$ cat src/rtl/instruction_fetch_if.sv
// instruction_fetch_if: fetch-unit bus bundle (PC, program memory, decoder, control)
//   master: the fetch sequencer; slave: the surrounding PC/memory/decoder
//   FETCH_EN, PC_ADDR, MEM_RDY, MEM_DATA, DEC_ACK, FLUSH  -> into the sequencer
//   I_PC, MEM_RD, MEM_ADDR, IR, OR, IR_VALID, FETCH_ERR     <- out of the sequencer
interface instruction_fetch_if #(
  parameter int DW = 8,
  parameter int AW = 8
);
  logic          FETCH_EN;
  logic [AW-1:0] PC_ADDR;
  logic          I_PC;
  logic          MEM_RD;
  logic [AW-1:0] MEM_ADDR;
  logic          MEM_RDY;
  logic [DW-1:0] MEM_DATA;
  logic [DW-1:0] IR;
  logic [DW-1:0] OR;
  logic          IR_VALID;
  logic          DEC_ACK;
  logic          FLUSH;
  logic          FETCH_ERR;
  modport master (
    input  FETCH_EN, PC_ADDR, MEM_RDY, MEM_DATA, DEC_ACK, FLUSH,
    output I_PC, MEM_RD, MEM_ADDR, IR, OR, IR_VALID, FETCH_ERR
  );
  modport slave (
    output FETCH_EN, PC_ADDR, MEM_RDY, MEM_DATA, DEC_ACK, FLUSH,
    input  I_PC, MEM_RD, MEM_ADDR, IR, OR, IR_VALID, FETCH_ERR
  );
endinterface

$ cat src/rtl/instruction_fetch.sv
// instruction_fetch: opcode/operand fetch sequencer between the PC and program memory
//   CLK, RST      clock and asynchronous active-high reset
//   bus (master)  FETCH_EN/PC_ADDR/I_PC to and from the PC, MEM_RD/MEM_ADDR/MEM_RDY/MEM_DATA
//                 to program memory, IR/OR/IR_VALID/DEC_ACK to the decoder, FLUSH abort, FETCH_ERR
module instruction_fetch #(
  parameter int            DW            = 8,
  parameter int            AW            = 8,
  parameter logic [DW-1:0] TWO_BYTE_MASK = 8'h80,
  parameter int            TIMEOUT       = 15
) (
  input logic                  CLK,
  input logic                  RST,
  instruction_fetch_if.master  bus
);
  localparam int CW = $clog2(TIMEOUT + 1);
  typedef enum logic [2:0] {IDLE, RD_OP, INC_OP, RD_OPD, INC_OPD, HOLD, ERR} state_t;
  state_t        state_q, state_d;
  logic [DW-1:0] ir_q, ir_d, or_q, or_d;
  logic [CW-1:0] cnt_q, cnt_d;
  logic          valid_q, valid_d, err_q, err_d;
  logic          rd, inc, timed_out;
  always_comb begin
    rd        = (state_q == RD_OP) || (state_q == RD_OPD);
    inc       = (state_q == INC_OP) || (state_q == INC_OPD);
    timed_out = cnt_q == CW'(TIMEOUT);
    state_d   = state_q;
    ir_d      = ir_q;
    or_d      = or_q;
    case (state_q)
      IDLE:    state_d = bus.FETCH_EN ? RD_OP : IDLE;
      RD_OP:   begin
        ir_d    = bus.MEM_RDY ? bus.MEM_DATA : ir_q;
        state_d = bus.MEM_RDY ? INC_OP : (timed_out ? ERR : RD_OP);
      end
      INC_OP:  state_d = |(ir_q & TWO_BYTE_MASK) ? RD_OPD : HOLD;
      RD_OPD:  begin
        or_d    = bus.MEM_RDY ? bus.MEM_DATA : or_q;
        state_d = bus.MEM_RDY ? INC_OPD : (timed_out ? ERR : RD_OPD);
      end
      INC_OPD: state_d = HOLD;
      HOLD:    state_d = bus.DEC_ACK ? (bus.FETCH_EN ? RD_OP : IDLE) : HOLD;
      ERR:     state_d = ERR;
      default: state_d = IDLE;
    endcase
    // an abort wins over everything and must not disturb the latched bytes
    if (bus.FLUSH) begin
      state_d = IDLE;
      ir_d    = ir_q;
      or_d    = or_q;
    end
    // counts wait cycles only while a read stays put; any exit or re-entry starts from zero
    cnt_d   = (rd && state_d == state_q) ? cnt_q + 1'b1 : '0;
    valid_d = state_d == HOLD;
    err_d   = state_d == ERR;
  end
  always_ff @(posedge CLK or posedge RST) begin
    if (RST) begin
      state_q <= IDLE;
      ir_q    <= '0;
      or_q    <= '0;
      cnt_q   <= '0;
      valid_q <= 1'b0;
      err_q   <= 1'b0;
    end else begin
      state_q <= state_d;
      ir_q    <= ir_d;
      or_q    <= or_d;
      cnt_q   <= cnt_d;
      valid_q <= valid_d;
      err_q   <= err_d;
    end
  end
  always_comb begin
    bus.MEM_RD    = rd;
    bus.MEM_ADDR  = rd ? bus.PC_ADDR : '0;
    // gated by FLUSH so the PC never sees an increment alongside its own reload
    bus.I_PC      = inc && !bus.FLUSH;
    bus.IR        = ir_q;
    bus.OR        = or_q;
    bus.IR_VALID  = valid_q;
    bus.FETCH_ERR = err_q;
  end
endmodule
$ cat src/flat_wrapper.sv
// flat-port wrapper written by rule: the top's interface ports become plain ports
module instruction_fetch_flat 
#(
  parameter int            DW            = 8,
  parameter int            AW            = 8,
  parameter logic [DW-1:0] TWO_BYTE_MASK = 8'h80,
  parameter int            TIMEOUT       = 15
)
  (CLK, RST, bus_FETCH_EN, bus_PC_ADDR, bus_MEM_RDY, bus_MEM_DATA, bus_DEC_ACK, bus_FLUSH, bus_I_PC, bus_MEM_RD, bus_MEM_ADDR, bus_IR, bus_OR, bus_IR_VALID, bus_FETCH_ERR);
  instruction_fetch_if #(.DW(DW), .AW(AW)) bus_i ();
  input logic CLK;
  input logic RST;
  input wire logic [$bits(bus_i.FETCH_EN)-1:0] bus_FETCH_EN;
  input wire logic [$bits(bus_i.PC_ADDR)-1:0] bus_PC_ADDR;
  input wire logic [$bits(bus_i.MEM_RDY)-1:0] bus_MEM_RDY;
  input wire logic [$bits(bus_i.MEM_DATA)-1:0] bus_MEM_DATA;
  input wire logic [$bits(bus_i.DEC_ACK)-1:0] bus_DEC_ACK;
  input wire logic [$bits(bus_i.FLUSH)-1:0] bus_FLUSH;
  output wire logic [$bits(bus_i.I_PC)-1:0] bus_I_PC;
  output wire logic [$bits(bus_i.MEM_RD)-1:0] bus_MEM_RD;
  output wire logic [$bits(bus_i.MEM_ADDR)-1:0] bus_MEM_ADDR;
  output wire logic [$bits(bus_i.IR)-1:0] bus_IR;
  output wire logic [$bits(bus_i.OR)-1:0] bus_OR;
  output wire logic [$bits(bus_i.IR_VALID)-1:0] bus_IR_VALID;
  output wire logic [$bits(bus_i.FETCH_ERR)-1:0] bus_FETCH_ERR;
  assign bus_i.FETCH_EN = bus_FETCH_EN;
  assign bus_i.PC_ADDR = bus_PC_ADDR;
  assign bus_i.MEM_RDY = bus_MEM_RDY;
  assign bus_i.MEM_DATA = bus_MEM_DATA;
  assign bus_i.DEC_ACK = bus_DEC_ACK;
  assign bus_i.FLUSH = bus_FLUSH;
  assign bus_I_PC = bus_i.I_PC;
  assign bus_MEM_RD = bus_i.MEM_RD;
  assign bus_MEM_ADDR = bus_i.MEM_ADDR;
  assign bus_IR = bus_i.IR;
  assign bus_OR = bus_i.OR;
  assign bus_IR_VALID = bus_i.IR_VALID;
  assign bus_FETCH_ERR = bus_i.FETCH_ERR;
  instruction_fetch #(.DW(DW), .AW(AW), .TWO_BYTE_MASK(TWO_BYTE_MASK), .TIMEOUT(TIMEOUT)) u_core (.CLK(CLK), .RST(RST), .bus(bus_i));
endmodule
$ cat config.mk
export PLATFORM = sky130hd
export DESIGN_NAME = instruction_fetch_flat
export DESIGN_NICKNAME = d
export VERILOG_FILES = /design/src/rtl/instruction_fetch_if.sv /design/src/rtl/instruction_fetch.sv /design/src/flat_wrapper.sv
export SDC_FILE = /design/constraint.sdc
export NUM_CORES = 1
export LEC_CHECK = 0
export ABC_CLOCK_PERIOD_IN_PS = 1700
export BUFFER_PORTS_ARGS = -buffer_cell sky130_fd_sc_hd__buf_4
export CAP_MARGIN = 20
export CORE_ASPECT_RATIO = 1.75
export CORE_UTILIZATION = 46
export DETAILED_ROUTE_END_ITERATION = 10
export PLACE_DENSITY = 0.89
export SLEW_MARGIN = 20
export SYNTH_ARGS = -nofsm -noshare
export SYNTH_HDL_FRONTEND = slang
export SYNTH_SLANG_ARGS = --single-unit
export TNS_END_PERCENT = 5
$ cat constraint.sdc
create_clock -name CLK -period 1.7 [get_ports CLK]
set_input_delay 0.255 -clock CLK [delete_from_list [all_inputs] [get_ports CLK]]
set_output_delay 0.255 -clock CLK [all_outputs]
set_load 0.02 [all_outputs]
### Word level (Yosys, flattened, before mapping)

Cells that the tools add are included.
Widths: inputs -> output; s select.

* $add $sub $neg: 1
* eq/ne operators: 10
* muxes and demuxes: 11
* bitwise logic cells: 1
* reductions and logical operators: 8

Operator list (count)
* $mux 3: 7
* $pmux 3 s7: 1
* $eq 3x3->1 const B: 5
* $mux 8: 1
* $eq 3x2->1 const B: 2
* $reduce_and 3->1: 2
* $add 4x1->4 const B: 1
* $eq 4x4->1 const B: 1
* $mux 4: 1
* $eq 3x1->1 const B: 1
* $eq 3x3->1: 1
* $logic_not 3->1: 1
* $logic_and 1x1->1: 2
* $logic_or 1x1->1: 2
* $logic_not 1->1: 1
* $mux 1: 1
* $not 1->1: 1

* bits in registers: 25
* bits of input ports: 22

### Depth between registers and ports, before layout

Gate-level depths: netlist of the first run.

* depth after elaboration: 8
* gate-level depth with buffers: 5
* gate-level depth less buffers: 5

### Worst setup path before layout of the first run

No wires, ideal clock.

* kind: reg2reg
* from: register u_core.cnt_q[0]
* to: register u_core.valid_q, in the netlist u_core.bus.IR_VALID
* library setup time: 88 ps
* arrival time: 1413 ps
* slack: 199 ps
* stages on the path, launching flop included: 6
* path buffers: 0
* cells stage by stage: dfrtp_1 -> ha_1 -> a31oi_1 -> o21ai_0 -> a221o_2 -> nor3b_1

* word-level cells in the longest chain between the ends: 6
* elaborated cells on any way between the ends: 8
* those cells by class: eq/ne (2); mux (6)

Ends and longest elaborated chain
* start: declaration: RTL line instruction_fetch.sv:19 `logic [CW-1:0] cnt_q, cnt_d;`
* start signal: assignment: RTL line instruction_fetch.sv:68 `cnt_q <= cnt_d;`
* $eq 4x4->1 *: RTL line instruction_fetch.sv:25 `timed_out = cnt_q == CW'(TIMEOUT);`
* $mux 3 (on tied branches) (2 in a row): RTL line instruction_fetch.sv:38, instruction_fetch.sv:33
* $pmux 3 s7 *: RTL line instruction_fetch.sv:29 `case (state_q)`
* $mux 3 *: RTL line instruction_fetch.sv:46 `if (bus.FLUSH) begin`
* $eq 3x3->1 *: RTL line instruction_fetch.sv:53 `valid_d = state_d == HOLD;`
* net u_core.valid_d: RTL line instruction_fetch.sv:20 `logic valid_q, valid_d, err_q, err_d;`
* end signal: assignment: RTL line instruction_fetch.sv:69 `valid_q <= valid_d;`
* end: declaration: RTL line instruction_fetch.sv:20

The timed path passes the listed nets; every way through them passes the cells marked *.
A chain may end at the register's enable or synchronous reset.

### Final worst setup path of the first run

* from: register u_core.state_q[0]
* to: output port bus_MEM_ADDR[7]

* word-level cells in the longest chain between the ends: 3
* elaborated cells on any way between the ends: 4
* those cells by class: eq/ne (2); mux (1); reduce/logical (1)

Ends and longest elaborated chain
* start: declaration: RTL line instruction_fetch.sv:17 `state_t state_q, state_d;`
* start signal: assignment: RTL line instruction_fetch.sv:65 `state_q <= state_d;`
* $eq 3x1->1 or $eq 3x2->1 (tied branches): RTL line instruction_fetch.sv:23 `rd = (state_q == RD_OP) || (state_q == RD_OPD);`
* $logic_or 1x1->1 *: RTL line instruction_fetch.sv:23
* $mux 8 *: RTL line instruction_fetch.sv:75 `bus.MEM_ADDR = rd ? bus.PC_ADDR : '0;`
* end: declaration: RTL line flat_wrapper.sv:21 `output wire logic [$bits(bus_i.MEM_ADDR)-1:0] bus_MEM_ADDR;`

Every way passes the cells marked *; elsewhere a longest branch is shown, timed or not.

==> impl_metrics.ini, run 1 <==
[worst_setup_path]
ff2ff_setup_slack_ns = 0.09
reg2reg_to = u_core.bus.IR_VALID$_DFF_PP0_
critPathBufInv = 2
endpoint_kind = output port
slowest_stage = dfrtp_2
cp.required_ns = 1.44
start_kind = flip-flop
critPathMaxStageDelay_ns = 0.48
critical_path_class = flip-flop to output port
cp_max_fo = 9
path_cells = nand2b_4 -> inv_1 -> and2_1 -> buf_4
path_delay_family = flip-flops
r2r_start = u_core.cnt_q[0]$_DFF_PP0_
arrival_ns = 1.35
reg2reg_depth = 5

[synthesis]
yosys.area.top_type = dfrtp_1
synth_top_cell_area_share_pct = 54.0
synthCells = 94
ys_top_cells_by_count = 25 x dfrtp_1, 16 x mux2_2, 8 x and2_1, 8 x nor2_1, 4 x inv_1
syn-mean-instance-area_um2 = 12.3
synth_nets = 117
synthTopCellsByArea = dfrtp_1 54%, mux2_2 16%, and2_1 4.3%
yosysMostFrequentCell = dfrtp_1
synth_seq_cells = 25
synth_flop_cell = dfrtp_1
yosysUniqueCellTypes = 30
synth-edff-count = 0
syn-cell-area_um2 = 1160
ys_seq_area_share_pct = 54.0
synthArstFlopShare_pct = 100
ys.warnings.count = 0

[global_routing]
antenna_found_initial = 0
grt_pass1_wl_um = 4310
first_global_vias = 1004
grt_max_degree = 26
grt_use_total_pct = 23.5
grt_overflow = 0

[power]
swShare_pct = 32.4
peakVddDrop_mv = 0.937
power_frac_comb_pct = 35.9
p_int_uw = 1180
p_clk_share_pct = 19.1
power.leakage_uw = 0.000820
power_switching_uw = 564
powerDensity_nw_per_um2 = 1070
seq_power_share_pct = 45.0

[clock_tree]
holdBufCountCts = 0
htreeDepth = 1
cts-root-buf = clkbuf_8
cts_inserted_buffers = 3
clk_pin_slew_ns = 0.08
cts.sinks = 25
cts.repair.resized = 0
post_cts_buffers = 0
clockBufferDepth = 2
cts_tree = done
clock_latency_ns = 0.26

[timing]
fin_setup_tns_ns = 0
period_needed_ns = 1.61
post-route-period-util_pct = 94.6
rsz0062_at_grt = no
timing.fmax_mhz = 622
worst_pin_slew_ns = 0.427
finalClockSkew_ns = 0.00201
hold_viol_final = 0
slew_viol_final = 0
setup_viol_count_final = 0
slew_headroom_pct = 71.3

[routing]
drcViolationCount = 0
drt_iter0_markers = 14
drt_wl_total_um = 2790
antenna_left = 0
first_pass_iters = 4
via_per_inst = 5.50
route.vias.total = 951
wl_per_cell_um = 16.1

[placed_design]
gp_congestion = 0.856
port_buffers = 49
dp.final_hpwl_um = 2250

[floorplanning]
ios = 50
die-area_um2 = 2730
die_h_um = 68.4
core_um2 = 2330
num_rows = 23
die_w_um = 39.9
start_util_pct = 49.7

[run_status]
status = finished, final reports clean

[final_layout]
antenna_cells = 0
drive_gt1_share_pct = 54.7
areaGrowthSynthToFinish_pct = 40.3
final_util_pct = 69.7
nNetsFinal = 172

[min_path]
hold_path.class = primary input to async pin

[job]
max_cap_viol_count = 0
[cell usage in the layout, fill, tap and decap left out, types with 2 or more instances in the layout]
cell type and instances:
nand3_1 2, buf_4 53, mux2_2 16, clkbuf_8 3, nor3_1 2, xnor2_1 2
nand2_1 2, and2_1 8, o21ai_0 2, inv_1 4, and3_1 2, nor2_1 8
dfrtp_1 24
[sequential cells by signal, summed over array words and instances (netlist names)]
| register | cells |
|---|---|
| u_core.state_q | 3 |
| u_core.bus.OR | 8 |
| u_core.bus.FETCH_ERR | 1 |
| u_core.bus.IR_VALID | 1 |
| u_core.bus.IR | 8 |
| u_core.cnt_q | 4 |
[metrics by stage]
step | power, uW | setup WS, ns | cell area (um^2) | hold WS (ns) | std cells
after detailed placement | 1420 | 0.0189 | 1560 | 0.333 | 169
after floorplan | 1120 | 0.199 | 1160 | 0.282 | 94
after global placement | 1380 | 0.129 | 1560 | 0.316 | 169
after global routing | 1820 | 0.0254 | 1630 | 0.0644 | 173
after CTS | 1750 | 0.000690 | 1610 | 0.0458 | 173
final | 1740 | 0.0921 | 1630 | 0.0366 | 173
[cells by family after synthesis]
group	share of synthesized area, %
DFF	54.0
muxes	15.6
AOI/OAI and AO/OA	6.26
xor gates and xnor gates	2.27
buffers and inverters	3.56
adders and majority gates	1.08
and+or+nand+nor	17.3
[layout make-up]
cell class                      count  area, um^2
Clock buffer                        4        45.0
Sequential cell                    25         627
Multi-Input combinational cell     62         509
Tap cell                           25        31.3
Fill cell                         176         706
Timing Repair Buffer               53         398
Inverter                            4        15.0
[metal layers]
layer	vias up	wire, um	global-route usage (%)
li1	432	-	-
met5	-	0	0
met3	10	178	3.25
met4	0	75	12.1
met1	459	888	23.0
met2	50	1650	43.8
[power by group through the flow]
| stage | registers, uW | logic [uW] | clock network, uW |
|---|---|---|---|
| 2_1_floorplan | 902 | 218 | 0 |
| 3_3_place_gp | 781 | 602 | 0 |
| 3_5_place_dp | 792 | 626 | 0 |
| 4_1_cts | 782 | 629 | 342 |
| 5_1_grt | 797 | 664 | 361 |
| 6_report | 785 | 626 | 332 |
[tightest hold or removal path, cell delays in order]
cell and delay, ns:
buf_4 0.11, inv_1 0.04, buf_4 0.29
[how the worst max path moves through the flow]
stage | start | to | cells after the start
6_report | u_core.state_q[0]$_DFF_PP0_ | bus_MEM_ADDR[7] | 4
5_1_grt | u_core.state_q[0]$_DFF_PP0_ | bus_MEM_ADDR[7] | 4
3_3_place_gp | u_core.cnt_q[0]$_DFF_PP0_ | u_core.bus.IR_VALID$_DFF_PP0_ | 5
4_1_cts | u_core.cnt_q[0]$_DFF_PP0_ | u_core.bus.IR_VALID$_DFF_PP0_ | 5
3_5_place_dp | u_core.cnt_q[0]$_DFF_PP0_ | u_core.bus.IR_VALID$_DFF_PP0_ | 5
2_1_floorplan | u_core.cnt_q[0]$_DFF_PP0_ | u_core.bus.IR_VALID$_DFF_PP0_ | 5
No activity file was read; power rests on OpenSTA's default activity.
==> run 2, diff against run 1 <==
--- a/config.mk
+++ b/config.mk
@@ -9,6 +9,7 @@
 export BUFFER_PORTS_ARGS = -buffer_cell sky130_fd_sc_hd__buf_4
 export CAP_MARGIN = 20
 export CORE_ASPECT_RATIO = 1.75
+export CORE_MARGIN = 8
 export CORE_UTILIZATION = 46
 export DETAILED_ROUTE_END_ITERATION = 10
 export PLACE_DENSITY = 0.89
==> constraint.sdc (replaced) <==
create_clock -name CLK -period 1.7 [get_ports CLK]
set_input_delay 0.255 -clock CLK [delete_from_list [all_inputs] [get_ports CLK]]
set_output_delay 0.255 -clock CLK [all_outputs]
set_load 0.01 [all_outputs]
==> run 2 against run 1 <==
Sequential power decreased by 1%. Clock power increased by 6.3%. Design area decreased by 0.15%. Non-clock buffer count unchanged. Highest routed layer unchanged. Wire length increased by 7.1%. Die area increased by 63%.
==> impl_metrics.ini, run 2 (synthesis results as in run 1) <==
[run_status]
status = finished, final reports clean

[global_routing]
grtUsageMet1_pct = 13.5
first_global_vias = 1063
met3_usage_pct = 5.56
antenna_found_initial = 0
grt_max_degree = 26
grt_overflow = 0
grt_util_met2_pct = 25.6
grt_pass1_wl_um = 4690
top_usage_layer = met2
grt_use_total_pct = 14.2

[timing]
slew_headroom_pct = 65.6
fin_ws_ns = 0.0882
setup_viol_count_final = 0
period_needed_ns = 1.61
slew_viol_final = 0
worst_pin_slew_ns = 0.511
finalClockSkew_ns = 0.00668
post-route-period-util_pct = 94.8
rsz0062_at_grt = no
fin_setup_tns_ns = 0
hold_viol_final = 0
timing.fmax_mhz = 620

[final_layout]
ff_latch_area_um2 = 626
drive_gt1_share_pct = 54.7
final_util_pct = 66.7
nNetsFinal = 172
areaGrowthSynthToFinish_pct = 40.1
multiInputGateArea_um2 = 503
final_common_cell = buf_4
antenna_cells = 0
fill_cells = 176
final_cell_mix = 53 x buf_4, 25 x dfrtp_1, 16 x mux2_2

[floorplanning]
core_um2 = 2430
die-area_um2 = 4440
start_util_pct = 47.6
num_rows = 24
die_w_um = 53.9
ios = 50
die_h_um = 82.4

[worst_setup_path]
critical_path_class = flip-flop to flip-flop
start_kind = flip-flop
critPathBufInv = 0
arrival_ns = 1.81
path_delay_family = compound AO/OA/AOI/OAI gates
endpoint_kind = flip-flop
slowest_stage = dfrtp_1
cp_max_fo = 3
critPathMaxStageDelay_ns = 0.41
cp.required_ns = 1.90
path_cells = ha_1 -> a31oi_2 -> o21ai_0 -> a221o_2 -> nor3b_2

[clock_tree]
holdBufCountCts = 0
htreeDepth = 1
clk_pin_slew_ns = 0.09
post_cts_buffers = 0
cts-root-buf = clkbuf_8
clockBufferDepth = 2
cts.sinks = 25
clock_latency_ns = 0.27
cts.repair.resized = 0
cts_inserted_buffers = 3
cts_tree = done

[routing]
drt_iter0_markers = 31
route.vias.total = 942
wl_per_cell_um = 17.2
antenna_left = 0
drt_wl_total_um = 2990
via_per_inst = 5.41
first_pass_iters = 4
drcViolationCount = 0

[placed_design]
place_ws_ns = 0.0358
dp.final_hpwl_um = 2470
port_buffers = 49
gp_congestion = 0.823

[job]
max_cap_viol_count = 0

[power]
powerDensity_nw_per_um2 = 1020
peakVddDrop_mv = 0.835
power.leakage_uw = 0.000824

[min_path]
hold_path.class = primary input to async pin
-- run 2: cell types whose count changed in the layout (fill, tap and decap cells not counted), sizes merged --
| cell | before | now |
|---|---|---|
| clkbuf | 4 | 3 |
| clkinvlp | 0 | 1 |
-- run 2: path summary, 6_finish.rpt --
| check | from | to | slack [ns] | cells past startpoint |
|---|---|---|---|---|
| worst min register to register | u_core.cnt_q[0]$_DFF_PP0_ | u_core.cnt_q[0]$_DFF_PP0_ | 0.49 | 1 |
| worst min-delay path | RST | u_core.state_q[0]$_DFF_PP0_ | 0.02 | 3 |
| worst max register to register | u_core.cnt_q[0]$_DFF_PP0_ | u_core.bus.IR_VALID$_DFF_PP0_ | 0.09 | 5 |
| max in group asynchronous | RST | u_core.cnt_q[0]$_DFF_PP0_ | 1.44 | 3 |
| worst max-delay path | u_core.cnt_q[0]$_DFF_PP0_ | u_core.bus.IR_VALID$_DFF_PP0_ | 0.09 | 5 |
| min in group CLK | bus_MEM_DATA[3] | u_core.bus.IR[3]$_DFFE_PP0P_ | 0.22 | 2 |
-- run 2: per-layer routing --
| layer | vias to the layer above | part of all wire (%) |
|---|---|---|
| met2 | 54 | 53 |
| met4 | 0 | 1.5 |
| met5 | - | 0 |
| li1 | 437 | - |
| met3 | 5 | 12 |
| met1 | 446 | 34 |
-- run 2: worst reg2reg max path, delay by kind of cell (launching register included) --
family          cells  cell delay, ns
simple gates        1            0.19
fa+ha+maj           1            0.26
flops               1            0.41
compound gates      3            0.70
-- run 2: cell type report --
| class | count | share of cell area, % |
|---|---|---|
| repair buffers | 53 | 24.5 |
| multi-input cells | 62 | 31.0 |
| clock buffers | 3 | 2.54 |
| clock inverters | 1 | 0.463 |
| well taps | 26 | 2.00 |
| flip-flops and latches | 25 | 38.6 |
| inverters | 4 | 0.925 |
-- run 2: where the power goes --
group | total (uW) | internal, uW | switching, uW
sequential | 776 | 706 | 69.5
combinational | 534 | 303 | 231
clock | 353 | 166 | 187
-- run 2: per-stage QoR --
step                area [um^2]  cells  hold WS [ns]  power, uW
floorplan                  1160     94         0.282       1020
global placement           1560    170         0.315       1300
detailed placement         1560    170         0.326       1330
CTS                        1610    174        0.0250       1680
global route               1620    174        0.0685       1760
finish                     1620    174        0.0203       1660
==> run 3, diff against run 2 <==
--- a/config.mk
+++ b/config.mk
@@ -5,7 +5,7 @@
 export SDC_FILE = /design/constraint.sdc
 export NUM_CORES = 1
 export LEC_CHECK = 0
-export ABC_CLOCK_PERIOD_IN_PS = 1700
+export ABC_CLOCK_PERIOD_IN_PS = 1500
 export BUFFER_PORTS_ARGS = -buffer_cell sky130_fd_sc_hd__buf_4
 export CAP_MARGIN = 20
 export CORE_ASPECT_RATIO = 1.75
==> constraint.sdc (replaced) <==
create_clock -name CLK -period 1.5 [get_ports CLK]
set_input_delay 0.225 -clock CLK [delete_from_list [all_inputs] [get_ports CLK]]
set_output_delay 0.225 -clock CLK [all_outputs]
set_load 0.01 [all_outputs]
==> run 3 against run 2 <==
Combinational power up 16%. The run now ends with setup timing left. Worst hold slack better by 0.17 ns. Wire length up 8.0%. Global-route usage up 0.88 points. Worst setup slack worse by 0.097 ns. Design area up 3.2%. Register-to-register slack worse by 0.097 ns. Clock power up 12%. Clock skew up 0.0012 ns.
==> impl_metrics.ini, run 3 (synthesis results as in run 1) <==
[final_layout]
final_util_pct = 68.8
areaGrowthSynthToFinish_pct = 44.5
drive_gt1_share_pct = 57.2
antenna_cells = 0
final_cell_mix = 55 x buf_4, 24 x dfrtp_1, 16 x mux2_2
nNetsFinal = 176
final_common_cell = buf_4
fill_cells = 183

[global_routing]
antenna_found_initial = 0
grt_max_degree = 26
grt_use_total_pct = 15.1
grt_pass1_wl_um = 5000
first_global_vias = 1066
grt_overflow = 0

[routing]
drt_iter0_markers = 20
antenna_left = 0
drcViolationCount = 0
wl_per_cell_um = 18.1
first_pass_iters = 4
via_per_inst = 5.43
route.vias.total = 967
drt_wl_total_um = 3230

[power]
power.leakage_uw = 0.000836
peakVddDrop_mv = 1.01
powerDensity_nw_per_um2 = 1140

[timing]
fin_setup_tns_ns = -0.00894
rsz0062_at_grt = yes
finalClockSkew_ns = 0.00784
hold_viol_final = 0
post-route-period-util_pct = 101
fin_ws_ns = -0.00894
timing.fmax_mhz = 663
setup_viol_count_final = 1
slew_viol_final = 0
slew_headroom_pct = 78.3
hold_slack_ns = 0.192
worst_pin_slew_ns = 0.324
period_needed_ns = 1.51

[run_status]
violations = setup timing
status = complete, but fails checks

[clock_tree]
clk_pin_slew_ns = 0.09
cts.sinks = 25
cts-root-buf = clkbuf_8
cts_tree = done
clock_latency_ns = 0.27
clockBufferDepth = 2
htreeDepth = 1
cts_inserted_buffers = 3

[floorplanning]
ios = 50
die-area_um2 = 4440
die_h_um = 82.4
start_util_pct = 47.6
core_um2 = 2430
die_w_um = 53.9
num_rows = 24

[worst_setup_path]
path_cells = ha_2 -> a31oi_2 -> o21ai_1 -> a221o_2 -> nor3b_1
critical_path_class = flip-flop to flip-flop
start_kind = flip-flop
critPathMaxStageDelay_ns = 0.40
slowest_stage = dfrtp_1
arrival_ns = 1.69
endpoint_kind = flip-flop
cp_max_fo = 3
cp.required_ns = 1.68

[placed_design]
place_ws_ns = -0.0697
dp.final_hpwl_um = 2530
port_buffers = 49
gp_congestion = 0.854

[min_path]
hold_path.class = primary input to flip-flop

[job]
max_cap_viol_count = 0
[run 3: changes by cell type in the layout (fill, tap and decap cells not counted), sizes merged]
| cell | before | now |
|---|---|---|
| buf | 53 | 56 |
| dlygate4sd3 | 0 | 1 |
[run 3: timing repair]
| action | 4_1_cts | 5_1_grt |
|---|---|---|
| hold endpoints to repair | 2 | 0 |
| pin swaps | 0 | 1 |
| buffers inserted | 0 | 1 |
| gates resized for setup | 2 | 5 |
| hold buffers | 1 | 0 |
| endpoints found under the setup margin | 20 | 21 |
[run 3: worst max-delay path: cells and delay by family, from the launching register on]
family                     cells  cell delay, ns
AOI/OAI and AO/OA              3            0.59
adders and majority gates      1            0.21
DFF                            1            0.40
and+or+nand+nor                1            0.21
[run 3: metrics by stage]
stage	total power (uW)	cells	cell area, um^2
4_1_cts	1920	177	1650
6_report	1900	178	1670
5_1_grt	2010	178	1670
3_3_place_gp	1470	172	1590
2_1_floorplan	1160	94	1160
3_5_place_dp	1510	172	1590
[run 3: final cells by class]
type	instances	area (um^2)	area share [%]
Clock buffer	3	41.3	2.47
Clock inverter	1	7.51	0.448
Inverter	4	17.5	1.05
Multi-Input combinational cell	62	505	30.2
Sequential cell	25	627	37.4
Tap cell	26	32.5	1.94
Timing Repair Buffer	57	443	26.5
[run 3: final timing paths]
path,from,end,slack (ns),cells after the start
setup / recovery,u_core.cnt_q[0]$_DFF_PP0_,u_core.bus.IR_VALID$_DFF_PP0_,-0.009,5
hold / removal,bus_MEM_DATA[6],u_core.bus.IR[6]$_DFFE_PP0P_,0.19,2
setup reg to reg,u_core.cnt_q[0]$_DFF_PP0_,u_core.bus.IR_VALID$_DFF_PP0_,-0.009,5
hold reg to reg,u_core.cnt_q[0]$_DFF_PP0_,u_core.cnt_q[0]$_DFF_PP0_,0.47,1
max in group asynchronous,RST,u_core.state_q[1]$_DFF_PP0_,0.70,4
min in group asynchronous,RST,u_core.bus.OR[1]$_DFFE_PP0P_,0.56,4
[run 3: metal layers]
| metal | GRT usage, % | vias up | part of all wire [%] |
|---|---|---|---|
| met1 | 12.6 | 464 | 29 |
| met4 | 4.31 | 0 | 1.4 |
| met2 | 29.6 | 53 | 57 |
| met3 | 6.63 | 4 | 13 |
| met5 | 0 | - | 0 |
| li1 | - | 446 | - |
[run 3: power by group]
group / internal (uW) / switching [uW]
clock network: 188 / 207
registers: 801 / 86.4
logic: 350 / 271
